File: config.mk
export PLATFORM = sky130hd
export DESIGN_NAME = reorder_buffer
export DESIGN_NICKNAME = d
export VERILOG_FILES = /design/src/rtl/reorder_buffer_pkg.sv /design/src/rtl/reorder_buffer.sv
export SDC_FILE = /design/constraint.sdc
export NUM_CORES = 1
export LEC_CHECK = 0
export CORE_ASPECT_RATIO = 1.1
export CORE_MARGIN = 3
export CORE_UTILIZATION = 30
export CTS_BUF_LIST = sky130_fd_sc_hd__clkbuf_4 sky130_fd_sc_hd__clkbuf_8
export CTS_CLUSTER_DIAMETER = 200
export DETAILED_ROUTE_END_ITERATION = 8
export PLACE_DENSITY = 0.55
export SLEW_MARGIN = 10
export SYNTH_ARGS = -nofsm -noshare
export SYNTH_HDL_FRONTEND = slang
export SYNTH_SLANG_ARGS = --single-unit
File: constraint.sdc
create_clock -name clk -period 6.6 [get_ports clk]
set_clock_uncertainty 0.05 [all_clocks]
set_input_delay 0.99 -clock clk [delete_from_list [all_inputs] [get_ports clk]]
set_output_delay 0.99 -clock clk [all_outputs]
set_load 0.01 [all_outputs]
File: src/rtl/reorder_buffer_pkg.sv
`default_nettype none
// ============================================================================
// Module   : reorder_buffer_pkg
// Brief    : Shared depth, tag and entry types for the reorder buffer.
// Revision : 1.0 - initial release
// ============================================================================
package reorder_buffer_pkg;

    localparam int ROB_DEPTH = 16;
    localparam int TAG_W     = $clog2(ROB_DEPTH);
    localparam int c_preg_w  = 6;

    typedef logic [TAG_W-1:0] rob_tag_t;

    typedef struct packed {
        logic                valid;
        logic                done;
        logic                has_rd;
        logic [c_preg_w-1:0] p_old_rd;
    } rob_entry_t;

endpackage
`default_nettype wire

File: src/rtl/reorder_buffer.sv
`default_nettype none
// ============================================================================
// Module   : reorder_buffer
// Brief    : Two-wide dispatch / two-wide in-order commit ROB, 3 completion ports.
// Revision : 1.0 - initial release
// ============================================================================
module reorder_buffer #(
    parameter int ROB_DEPTH = 16,
    parameter int TAG_W     = $clog2(ROB_DEPTH)
) (
    input  logic                 clk,
    input  logic                 rst,
    input  logic                 dispatch1_valid,
    input  logic                 dispatch1_has_rd,
    input  logic [5:0]           dispatch1_p_old_rd,
    input  logic                 dispatch2_valid,
    input  logic                 dispatch2_has_rd,
    input  logic [5:0]           dispatch2_p_old_rd,
    output logic                 dispatch_ready,
    output logic [TAG_W-1:0]     dispatch1_tag,
    output logic [TAG_W-1:0]     dispatch2_tag,
    input  logic [2:0]           complete_valid,
    input  logic [3*TAG_W-1:0]   complete_tag,
    output logic                 commit1_valid,
    output logic                 commit2_valid,
    output logic [5:0]           free_reg1,
    output logic [5:0]           free_reg2,
    output logic [TAG_W:0]       rob_count,
    output logic                 rob_empty
);
    import reorder_buffer_pkg::*;

    rob_entry_t          r_rob [ROB_DEPTH];
    logic [TAG_W-1:0]    r_head;
    logic [TAG_W-1:0]    r_tail;
    logic [TAG_W:0]      r_count;

    logic [TAG_W-1:0]    w_head_p1;
    logic                w_accept1;
    logic                w_accept2;
    logic                w_commit1;
    logic                w_commit2;
    logic [TAG_W:0]      w_n_disp;
    logic [TAG_W:0]      w_n_commit;
    logic [ROB_DEPTH-1:0] w_clr;
    logic [ROB_DEPTH-1:0] w_wr1;
    logic [ROB_DEPTH-1:0] w_wr2;
    logic [ROB_DEPTH-1:0] w_done_set;

    assign dispatch_ready = (r_count <= (TAG_W+1)'(ROB_DEPTH - 2));
    assign dispatch1_tag  = r_tail;
    assign dispatch2_tag  = r_tail + TAG_W'(1);
    assign rob_count      = r_count;
    assign rob_empty      = (r_count == '0);

    assign w_head_p1  = r_head + TAG_W'(1);
    assign w_accept1  = dispatch_ready & dispatch1_valid;
    assign w_accept2  = w_accept1 & dispatch2_valid;
    // Commit looks only at registered entry state, so same-edge completions never retire early.
    assign w_commit1  = r_rob[r_head].valid & r_rob[r_head].done;
    assign w_commit2  = w_commit1 & r_rob[w_head_p1].valid & r_rob[w_head_p1].done;
    assign w_n_disp   = {{TAG_W{1'b0}}, w_accept1} + {{TAG_W{1'b0}}, w_accept2};
    assign w_n_commit = {{TAG_W{1'b0}}, w_commit1} + {{TAG_W{1'b0}}, w_commit2};

    for (genvar gi = 0; gi < ROB_DEPTH; gi++) begin : g_entry
        assign w_clr[gi] = (w_commit1 && r_head == TAG_W'(gi)) ||
                           (w_commit2 && w_head_p1 == TAG_W'(gi));
        assign w_wr1[gi] = w_accept1 && (r_tail == TAG_W'(gi));
        assign w_wr2[gi] = w_accept2 && (dispatch2_tag == TAG_W'(gi));
        assign w_done_set[gi] =
            (complete_valid[0] && complete_tag[0*TAG_W +: TAG_W] == TAG_W'(gi)) ||
            (complete_valid[1] && complete_tag[1*TAG_W +: TAG_W] == TAG_W'(gi)) ||
            (complete_valid[2] && complete_tag[2*TAG_W +: TAG_W] == TAG_W'(gi));
    end

    // Dispatch targets are always free slots, so a write never collides with a retiring entry.
    always_ff @(posedge clk or posedge rst) begin
        if (rst) begin
            for (int i = 0; i < ROB_DEPTH; i++) begin
                r_rob[i] <= '0;
            end
        end else begin
            for (int i = 0; i < ROB_DEPTH; i++) begin
                if (w_clr[i]) begin
                    r_rob[i] <= '0;
                end else if (w_wr1[i]) begin
                    r_rob[i] <= '{valid: 1'b1, done: 1'b0,
                                  has_rd: dispatch1_has_rd, p_old_rd: dispatch1_p_old_rd};
                end else if (w_wr2[i]) begin
                    r_rob[i] <= '{valid: 1'b1, done: 1'b0,
                                  has_rd: dispatch2_has_rd, p_old_rd: dispatch2_p_old_rd};
                end else if (w_done_set[i] && r_rob[i].valid) begin
                    r_rob[i].done <= 1'b1;
                end
            end
        end
    end

    always_ff @(posedge clk or posedge rst) begin
        if (rst) begin
            r_head        <= '0;
            r_tail        <= '0;
            r_count       <= '0;
            commit1_valid <= 1'b0;
            commit2_valid <= 1'b0;
            free_reg1     <= '0;
            free_reg2     <= '0;
        end else begin
            r_head        <= r_head + w_n_commit[TAG_W-1:0];
            r_tail        <= r_tail + w_n_disp[TAG_W-1:0];
            r_count       <= r_count + w_n_disp - w_n_commit;
            commit1_valid <= w_commit1;
            commit2_valid <= w_commit2;
            free_reg1     <= (w_commit1 && r_rob[r_head].has_rd)    ? r_rob[r_head].p_old_rd    : '0;
            free_reg2     <= (w_commit2 && r_rob[w_head_p1].has_rd) ? r_rob[w_head_p1].p_old_rd : '0;
        end
    end

endmodule
`default_nettype wire
# Word level (Yosys, flattened, before mapping)
# Cells that the tools add are included.
# op_classes
add_sub_neg,8
n_lt_le_gt_ge,3
eq_ne,105
n_mux,104
n_bitwise,7
n_reduce_logical,218
# op_table
op,n
$mux W9,36
$eq A4 B4 Y1 const B,56
$logic_and A1 B1 Y1,130
$eq A4 B3 Y1 const B,28
$mux W7,16
$bmux W9 S4,2
$reduce_bool A4 Y1,16
$eq A4 B2 Y1 const B,14
$logic_or A1 B1 Y1,48
$mux W1,48
$reduce_bool A3 Y1,16
$eq A4 B1 Y1 const B,7
$logic_not A4 Y1,7
$mux W6,2
$ge A5 B5 Y1 const B,2
$not A4 Y5,2
$add A4 B1 Y4 const B,2
$add A4 B2 Y4,2
$add A5 B2 Y5,1
$and A1 B1 Y1,5
$le A5 B4 Y1 const B,1
$logic_not A5 Y1,1
$sub A5 B2 Y5,1
$add A1 B1 Y2,2
# word_totals
regBits,171
inputBits,33
output_inout_bits,29
wordCells,516

# Depth between registers and ports, before layout
# Gate-level depths: netlist of run 1.
# depth
word_depth,10
depth_mapped,24
ltp_nobuf,18

# Worst setup path after synthesis of run 1
# OpenSTA, ideal clock, no wires.
# synth_path
kind,flip-flop to flip-flop
from,register r_head[1]
to,register r_count[4] (netlist: rob_count[4])
setup_ns,0.122
arrival_time_ns,4.838
required_time_ns,6.428
setup_slack_ns,1.589
path_stages_with_launch,25
path_buffers,6
synth_period_minus_slack_ns,5.011
path_cell_list,dfrtp_1 buf_2 buf_1 buf_1 inv_1 ha_1 buf_2 clkbuf_1 nand3_1 o2111ai_1 and4_1 clkbuf_1 nand2_1 a21oi_1 ha_1 ha_1 inv_1 ha_1 inv_1 fa_1 inv_1 a21oi_1 nor2_1 nor2_1 xnor2_1
# synth_via
elab_chain_cells,9
word_cells_on_any_way,14
cone_classes,add/sub: 3; mux: 6; bitwise: 5
# synth_lines
element,line_no,source
from (decl),reorder_buffer.sv:34,logic [TAG_W-1:0] r_head;
from (signal assigned),reorder_buffer.sv:109,r_head <= r_head + w_n_commit[TAG_W-1:0];
$add A4 B1 Y4 or $not A4 Y5 (tied branches),"reorder_buffer.sv:56, reorder_buffer.sv:60",
$not A4 Y5 (implied by the code) or $bmux W9 S4 (tied branches),"reorder_buffer.sv:61, reorder_buffer.sv:60",
$bmux W9 S4 or $mux W9 (tied branches),n/a,
$mux W9 (on tied branches),n/a,
$mux W9 or $and A1 B1 Y1 (tied branches),n/a,
$and A1 B1 Y1,reorder_buffer.sv:61,assign w_commit2 = w_commit1 & r_rob[w_head_p1].valid & r_rob[w_head_p1].done;
$and A1 B1 Y1 *,reorder_buffer.sv:61,
net w_commit2,reorder_buffer.sv:42,logic w_commit2;
$add A1 B1 Y2 *,reorder_buffer.sv:63,"assign w_n_commit = {{TAG_W{1'b0}}, w_commit1} + {{TAG_W{1'b0}}, w_commit2};"
$sub A5 B2 Y5 *,reorder_buffer.sv:111,r_count <= r_count + w_n_disp - w_n_commit;
to (signal assigned),reorder_buffer.sv:111,
to (decl),reorder_buffer.sv:36,logic [TAG_W:0] r_count;
# The timed path passes the listed nets; every way through them passes the cells marked *. The select of a mux whose other input is x is not followed.
# A chain may end at the register's enable or synchronous reset.

# Final worst setup path of run 1
# Ends and elaborated chain as after synthesis.

==> summary.md, run 1 <==
| Metric | Value |
|---|---|
| WP depth | 17 |
| DIE HEIGHT | 213.6 um |
| Final period utilization | a little under 80% |
| Vias in the first global route | 9318 |
| Area of the multi-input gates | 0.007047 mm2 |
| Worst-skew pair later-pin latency | 0.49 ns |
| Clk sink count | 171 |
| Post-CTS resize count | 0 |
| Inserted Diodes | 0 |
| PortBufs | 61 |
| EDFF count, synth | 0 |
| CP required | between 6 and 7 ns |
| CTS Buf Count | 17 |
| Sequential share of the synthesized area | between 30% and 40% |
| Mapped Area | around 0.012 mm2 |
| Unique cell type count in the Yosys netlist | between 50 and 60 |
| Worst r2r path cells | 17 |
| Leak | 4.773 nW |
| Post-route insts no fill | between 1500 and 2000 |
| Power Density | around 490 mW/mm2 |
| Mean post-synth cell area | about 11 um2 |
| Async SR Flop Fraction | 100.0% |
| Synthesized netlist cell count | between 1000 and 1500 |
| Final HPWL DP | 27.20 mm |
| Final layout net count | ~1200 |
| Status | complete, no violations |
| # IOs | 62 |
| Core area | 0.03838 mm2 |
| Die area | 0.04159 mm2 |
| Leading area contributor after synthesis | dfrtp_1 |
| Number of fill cells in the layout | 3823 |
| First-pass GRT wire length | 59.82 mm |
| Top-area cell type share of the netlist area | 36.41% |
| Critical path data arrival time | 5.46 ns |
| YS warnings | 0 |
| Slowest-stage cell, CP | mux2i_4 |
| Final setup viols | 0 |
| DRT antenna net count | 0 |
| DRC Markers | 0 |
| Final instance area | ~0.013 mm2 |
| Top post-synthesis cells by area | dfrtp_1 36%, mux4_2 14%, mux2i_1 10%, a211oi_2 6.0%, nor2_1 5.2% |
| RSZ-0062 raised after global routing | false |
| Ys flop type | dfrtp_1 |
| Crit-path cells | buf_4 -> mux4_2 -> mux2i_1 -> a21oi_1 -> mux2i_4 -> a21oi_1 -> ha_1 -> ha_1 -> inv_1 -> ha_1 -> inv_1 -> fa_1 -> inv_1 -> a21oi_1 -> nor2_1 -> nor2_1 -> xnor2_1 |
| Hold-fix buffers, CTS | 0 |
| Routed vias | slightly above 9000 |
| Post-DR wirelength/cell | roughly 24 um |
| Layout cells sized above 1 | a little over a fifth |
| Drt total wl | 38.72 mm |
| Top cell family by delay on the critical path | adder cells |
| Clock slew at reported path FFs | roughly 0.10 ns |
| Std cell rows | 75 |
| Worst stage delay on the critical path | ~0.84 ns |
| Placed cells | 1590 |
| Initial core utilization | 30.62% |
| Final Max Slew Viols | 0 |
| Pin count of the biggest net entering global routing | 86 |
| Max_cap viols | 0 |
| Synthesis-to-layout area growth | 12.93% |
| Critical path buffer and inverter count | 4 |
| Crit. End Element | register |
| Total grt overflow | 0 |
| Max Root-Sink Buffers | 2 |
| CP Max Fanout | 28 |
| Hold Crit Depth | 2 |
| Sequential cell area | 0.004284 mm2 |
| Top achievable clock speed | 195.2 MHz |
| Total GRT Usage | 18.75% |
| Clock root buffer | clkbuf_8 |
| Tightest Pin Transition | roughly 1.1 ns |
| Die Wd | between 150 and 200 um |
| Most common cell in the netlist | dfrtp_1 |
| Most common library cells after synthesis | 171 x dfrtp_1, 163 x nor2_1, 122 x mux2i_1, 71 x mux4_2, 56 x a211oi_2 |
| DR pass1 iterations | 5 |
| Critical R2R Launch | r_head[1] |
| Synth Net Count | 1141 |
| Fin crit period | 5.122 ns |
| Maximum VDD drop | 0.2862 mV |
| TNS Setup | 0 ns |
| Via density | 5.702 |
| Startpoint of the worst hold path | r_rob[16] |
| Critical path type | register to register |
| CTS tree | built |
| Hold crit path type | register to register |
| Dpl ws | 1.469 ns |
| Setup WS post-layout | 1.478 ns |
| Final Hold Vio Count | 0 |
| Initial antenna violation count | 0 |
| CP startpoint | r_head[1] |
| Placed Area | 0.01286 mm2 |
| DR iter-0 viols | 811 |
| Post-CTS setup buffers | 0 |
| #FFs+latches synth | 171 |
| H-tree levels | 4 |
| RD Place Congestion | slightly below 0.9 |
| Slew Limit Headroom | between 20% and 30% |
| Worst setup SP type | register |
==> worst register-to-register path, delay by kind of cell, from the launching register on <==
| kind | cells | cell delay [ns] |
|---|---|---|
| multiplexers | 3 | 1.38 |
| adder cells (fa/ha/maj) | 4 | 1.40 |
| flip-flops | 1 | 0.63 |
| AND/OR/NAND/NOR | 2 | 0.15 |
| AO/OA/AOI/OAI | 3 | 0.58 |
| XOR/XNOR | 1 | 0.12 |
| buffers and inverters | 4 | 0.72 |
==> flip-flops by register name (all words and copies together), names as in the netlist <==
name / cells
commit2_valid: 1
commit1_valid: 1
dispatch1_tag: 4
r_rob: 144
free_reg1: 6
free_reg2: 6
r_head: 4
rob_count: 5
==> per-stage QoR <==
step | util, % | hold WS, ns | total power, mW
4_1_cts | 34.59 | 0.5181 | 6.541
3_5_place_dp | 33.51 | 0.4921 | 5.719
2_1_floorplan | - | 0.4510 | 4.651
5_1_grt | 34.59 | 0.5470 | 6.963
6_report | 34.59 | 0.5164 | 6.519
3_3_place_gp | 33.51 | 0.4738 | 5.647
==> path summary, 6_finish.rpt <==
kind | to | slack, ns
worst max-delay path | rob_count[4] | 1.48
worst min-delay path | r_rob[16] | 0.52
worst max register to register | rob_count[4] | 1.48
worst min register to register | r_rob[16] | 0.52
max in group asynchronous | r_rob[110] | 4.33
min in group asynchronous | r_rob[104] | 0.99
==> cell usage in the layout, fill, tap and decap left out, drive strengths merged, types with 24 or more instances in the layout <==
cell and n:
dfrtp 171, nor2 168, mux2i 123, a211oi 105, mux4 71, clkdlybuf4s50 61, nor3 48, a21oi 38
nand2 35, inv 29, buf 25, nand3 24
==> cells by family (layout without fill, tap and decap cells) <==
group / count (synthesis) / after routing / share of synthesized area [%]
adder cells (fa/ha/maj): 27 / 27 / 3.130
AND/OR/NAND/NOR: 340 / 340 / 14.36
multiplexers: 201 / 201 / 24.86
buffers and inverters: 104 / 145 / 3.790
flip-flops: 171 / 171 / 36.41
XOR/XNOR: 15 / 15 / 1.118
AO/OA/AOI/OAI: 223 / 223 / 16.34
==> per-layer routing <==
metal	vias up	GRT usage (%)	share of wire, %
met1	4717	25.54	43
met3	48	3.410	6.3
met5	-	0	0
li1	4129	-	-
met2	355	30.85	48
met4	0	5.473	2.4
==> layout make-up <==
class / count / share of cell area [%]
clock buffers: 18 / 1.819
clock inverters: 14 / 1.291
inverters: 27 / 0.8012
multi-input cells: 806 / 53.09
flip-flops and latches: 171 / 32.27
well taps: 500 / 4.713
repair buffers: 86 / 6.014
==> where the power goes <==
group,leakage [nW],switching (mW),internal [mW],total [mW]
clock,0.203,0.427,0.380,0.807
combinational,2.51,1.91,1.72,3.63
sequential,2.06,0.546,1.54,2.09
total,4.77,2.88,3.64,6.52
Note: power is estimated with default switching activity, not from simulation.
==> run 2, diff against run 1 <==
==> constraint.sdc (replaced) <==
create_clock -name clk -period 5.35 [get_ports clk]
set_clock_uncertainty 0.05 [all_clocks]
set_input_delay 0.8025 -clock clk [delete_from_list [all_inputs] [get_ports clk]]
set_output_delay 0.8025 -clock clk [all_outputs]
set_load 0.01 [all_outputs]
==> run 2 against run 1 <==
Against the previous run:
- utilization up 0.13 points
- non-clock buffer count is 2 higher
- via count decreased by 0.29%
- global-route usage shrank 0.63 points
- worst setup slack lost 0.71 ns
- fmax is 12% higher
- first-iteration DRC count fell by 1.2%
- sequential power up 20%
- wire length shrank 3.7%
- register-to-register slack lost 0.71 ns
- critical path type unchanged
- critical endpoint unchanged
- highest routed layer unchanged
==> summary.md, run 2 (synthesis results as in run 1) <==
| Metric | Value |
|---|---|
| Status | complete, no violations |
| Fin crit period | 4.578 ns (-0.5443 ns) |
| Tightest Pin Transition | 1.117 ns (+0.004277 ns) |
| DR iter-0 viols | 801 (-1.2%) |
| Final Max Slew Viols | 0 (unchanged) |
| Post-DR wirelength/cell | 22.95 um (-3.9%) |
| CTS Buf Count | 17 (unchanged) |
| Worst setup SP type | register |
| Post-CTS resize count | 0 (unchanged) |
| Top achievable clock speed | 218.5 MHz (+12%) |
| Leak | 4.790 nW (+0.36%) |
| Crit. End Element | register |
| CP required | 5.67 ns (-1.27 ns) |
| Final HPWL DP | 26.11 mm (-4.0%) |
| Total grt overflow | 0 (unchanged) |
| Hold Crit Depth | 2 (unchanged) |
| Maximum VDD drop | 0.3865 mV (+35%) |
| Top reg by flops | r_rob |
| Reg2reg setup slack | 0.77 ns (-0.71 ns) |
| PortBufs | 61 (unchanged) |
| Placed Area | 0.01289 mm2 (+0.20%) |
| # IOs | 62 (unchanged) |
| Slew Limit Headroom | 25.12% (-0.29 points) |
| Pin count of the biggest net entering global routing | 172 (+100%) |
| Layout cells sized above 1 | 21.00% (+0.14 points) |
| Area of the multi-input gates | 0.007054 mm2 (+0.11%) |
| Clock root buffer | clkbuf_8 |
| CP Max Fanout | 28 (unchanged) |
| Total GRT Usage | 18.12% (-0.63 points) |
| Final setup viols | 0 (unchanged) |
| Hold endpoint | r_rob[36] |
| Worst reg2reg path endpoint | rob_count[4] |
| Slowest-stage cell, CP | xnor2_1 |
| Final period utilization | 85.56% (+8.0 points) |
| RD Place Congestion | 0.8526 (-2.2%) |
| Inserted Diodes | 0 (unchanged) |
| Clk sink count | 171 (unchanged) |
| Worst-skew pair later-pin latency | 0.49 ns (about the same) |
| DIE HEIGHT | 213.6 um (unchanged) |
| Most frequent cells in the layout | 169 x dfrtp_1, 163 x nor2_1, 122 x mux2i_1, 71 x mux4_2, 61 x clkdlybuf4s50_1 |
| RSZ-0062 raised after global routing | false |
| Synthesis-to-layout area growth | 13.36% |
| Max Root-Sink Buffers | 2 (unchanged) |
| Top cell family by delay on the critical path | adder cells |
| Crit-path cells | ha_1 -> xnor2_1 -> o2111ai_1 -> and4_1 -> nand2_1 -> a21oi_1 -> ha_1 -> ha_1 -> inv_1 -> ha_1 -> inv_1 -> fa_1 -> inv_1 -> a21oi_1 -> nor2_1 -> nor2_1 -> xnor2_1 |
| Number of fill cells in the layout | 3812 (-0.29%) |
| Post-CTS setup buffers | 0 (unchanged) |
| Initial core utilization | 30.62% (unchanged) |
| Drt total wl | 37.27 mm (-3.7%) |
| Clock slew at reported path FFs | 0.10 ns (about the same) |
| Via density | 5.679 (-0.41%) |
| Critical path data arrival time | 4.90 ns (-0.56 ns) |
| First-pass GRT wire length | 58.24 mm (-2.6%) |
| TNS Setup | 0 ns (unchanged) |
| Worst r2r path cells | 17 (unchanged) |
| Startpoint of the worst hold path | r_rob[36] |
| Vias in the first global route | 9359 (+0.44%) |
| Max_cap viols | 0 (unchanged) |
| Final instance area | 0.01332 mm2 (+0.38%) |
| Most used cell, CP | ha_1 |
| Final Hold Vio Count | 0 (unchanged) |
| Commonest non-fill, non-tap cell in the layout | dfrtp_1 |
| Initial antenna violation count | 0 (unchanged) |
| Worst stage delay on the critical path | 0.77 ns (-0.07 ns) |
| Critical path type | register to register |
| DRC Markers | 0 (unchanged) |
| Hold-fix buffers, CTS | 0 (unchanged) |
| DR pass1 iterations | 5 (unchanged) |
| Die area | 0.04159 mm2 (unchanged) |
| Core area | 0.03838 mm2 (unchanged) |
| Std cell rows | 75 (unchanged) |
| Routed vias | 9222 (-0.29%) |
| Max FFs per register | 144 (unchanged) |
| DRT antenna net count | 0 (unchanged) |
| CTS tree | built |
| Power Density | 604.8 mW/mm2 (+23%) |
| Die Wd | 194.7 um (unchanged) |
| Sequential cell area | 0.004284 mm2 (unchanged) |
| Final layout net count | 1171 (+0.17%) |
| Critical R2R Launch | r_head[0] |
| H-tree levels | 4 (unchanged) |
| Critical path buffer and inverter count | 3 (-1) |
| Hold Slack | 0.4995 ns (-0.01688 ns) |
| Hold crit path type | register to register |
| Largest regs | r_rob x144, free_reg1 x6, free_reg2 x6 |
[run 2: power by group]
group / internal [mW] / total, mW / switching (mW)
clock: 0.485 / 1.03 / 0.546
sequential: 1.90 / 2.50 / 0.604
combinational: 2.13 / 4.52 / 2.39
[run 2: layout make-up]
type                    instances  share of cell area [%]
well taps                     500                   4.695
flip-flops and latches        171                   32.15
multi-input cells             806                   52.94
repair buffers                 88                   6.198
clock buffers                  18                   1.859
inverters                      27                  0.7888
clock inverters                14                   1.362
[run 2: worst max path at each step]
stage          startpoint            to  slack [ns]  depth (start not counted)
4_1_cts         r_head[0]  rob_count[4]        0.75                         16
2_1_floorplan   r_head[1]  rob_count[4]        0.34                         24
3_3_place_gp    r_head[0]  rob_count[4]        0.83                         16
3_5_place_dp    r_head[0]  rob_count[4]        0.77                         16
5_1_grt         r_head[0]  rob_count[4]        0.45                         17
6_report        r_head[0]  rob_count[4]        0.77                         17
[run 2: per-stage QoR]
stage / worst slack (ns) / std cells / power [mW] / utilization, %
after floorplan: 0.3390 / 1081 / 5.738 / -
after global placement: 0.8270 / 1592 / 6.963 / 33.58
after detailed placement: 0.7700 / 1592 / 7.047 / 33.58
after CTS: 0.7545 / 1624 / 8.092 / 34.70
after global routing: 0.4528 / 1624 / 8.617 / 34.72
final: 0.7723 / 1624 / 8.058 / 34.72
[run 2: worst reg2reg max path, delay by kind of cell (launching register included)]
family	cells	cell delay, ns
AO/OA/AOI/OAI	3	0.36
XOR/XNOR	2	0.89
adder cells (fa/ha/maj)	5	1.71
buffers and inverters	3	0.19
flip-flops	1	0.68
AND/OR/NAND/NOR	4	0.58
[run 2: per-layer routing]
layer	GRT usage (%)	wire (um)	vias up
li1	-	-	4153
met1	25.70	17210	4715
met2	29.01	17150	298
met3	2.923	1993	56
met4	4.978	911	0
met5	0	0	-
==> run 3, diff against run 2 <==
--- a/config.mk
+++ b/config.mk
@@ -5,6 +5,7 @@
 export SDC_FILE = /design/constraint.sdc
 export NUM_CORES = 1
 export LEC_CHECK = 0
+export CAP_MARGIN = 5
 export CORE_ASPECT_RATIO = 1.1
 export CORE_MARGIN = 3
 export CORE_UTILIZATION = 30
==> results of run 3 <==
Final layout, timing and power as in run 2 (identical DEF).
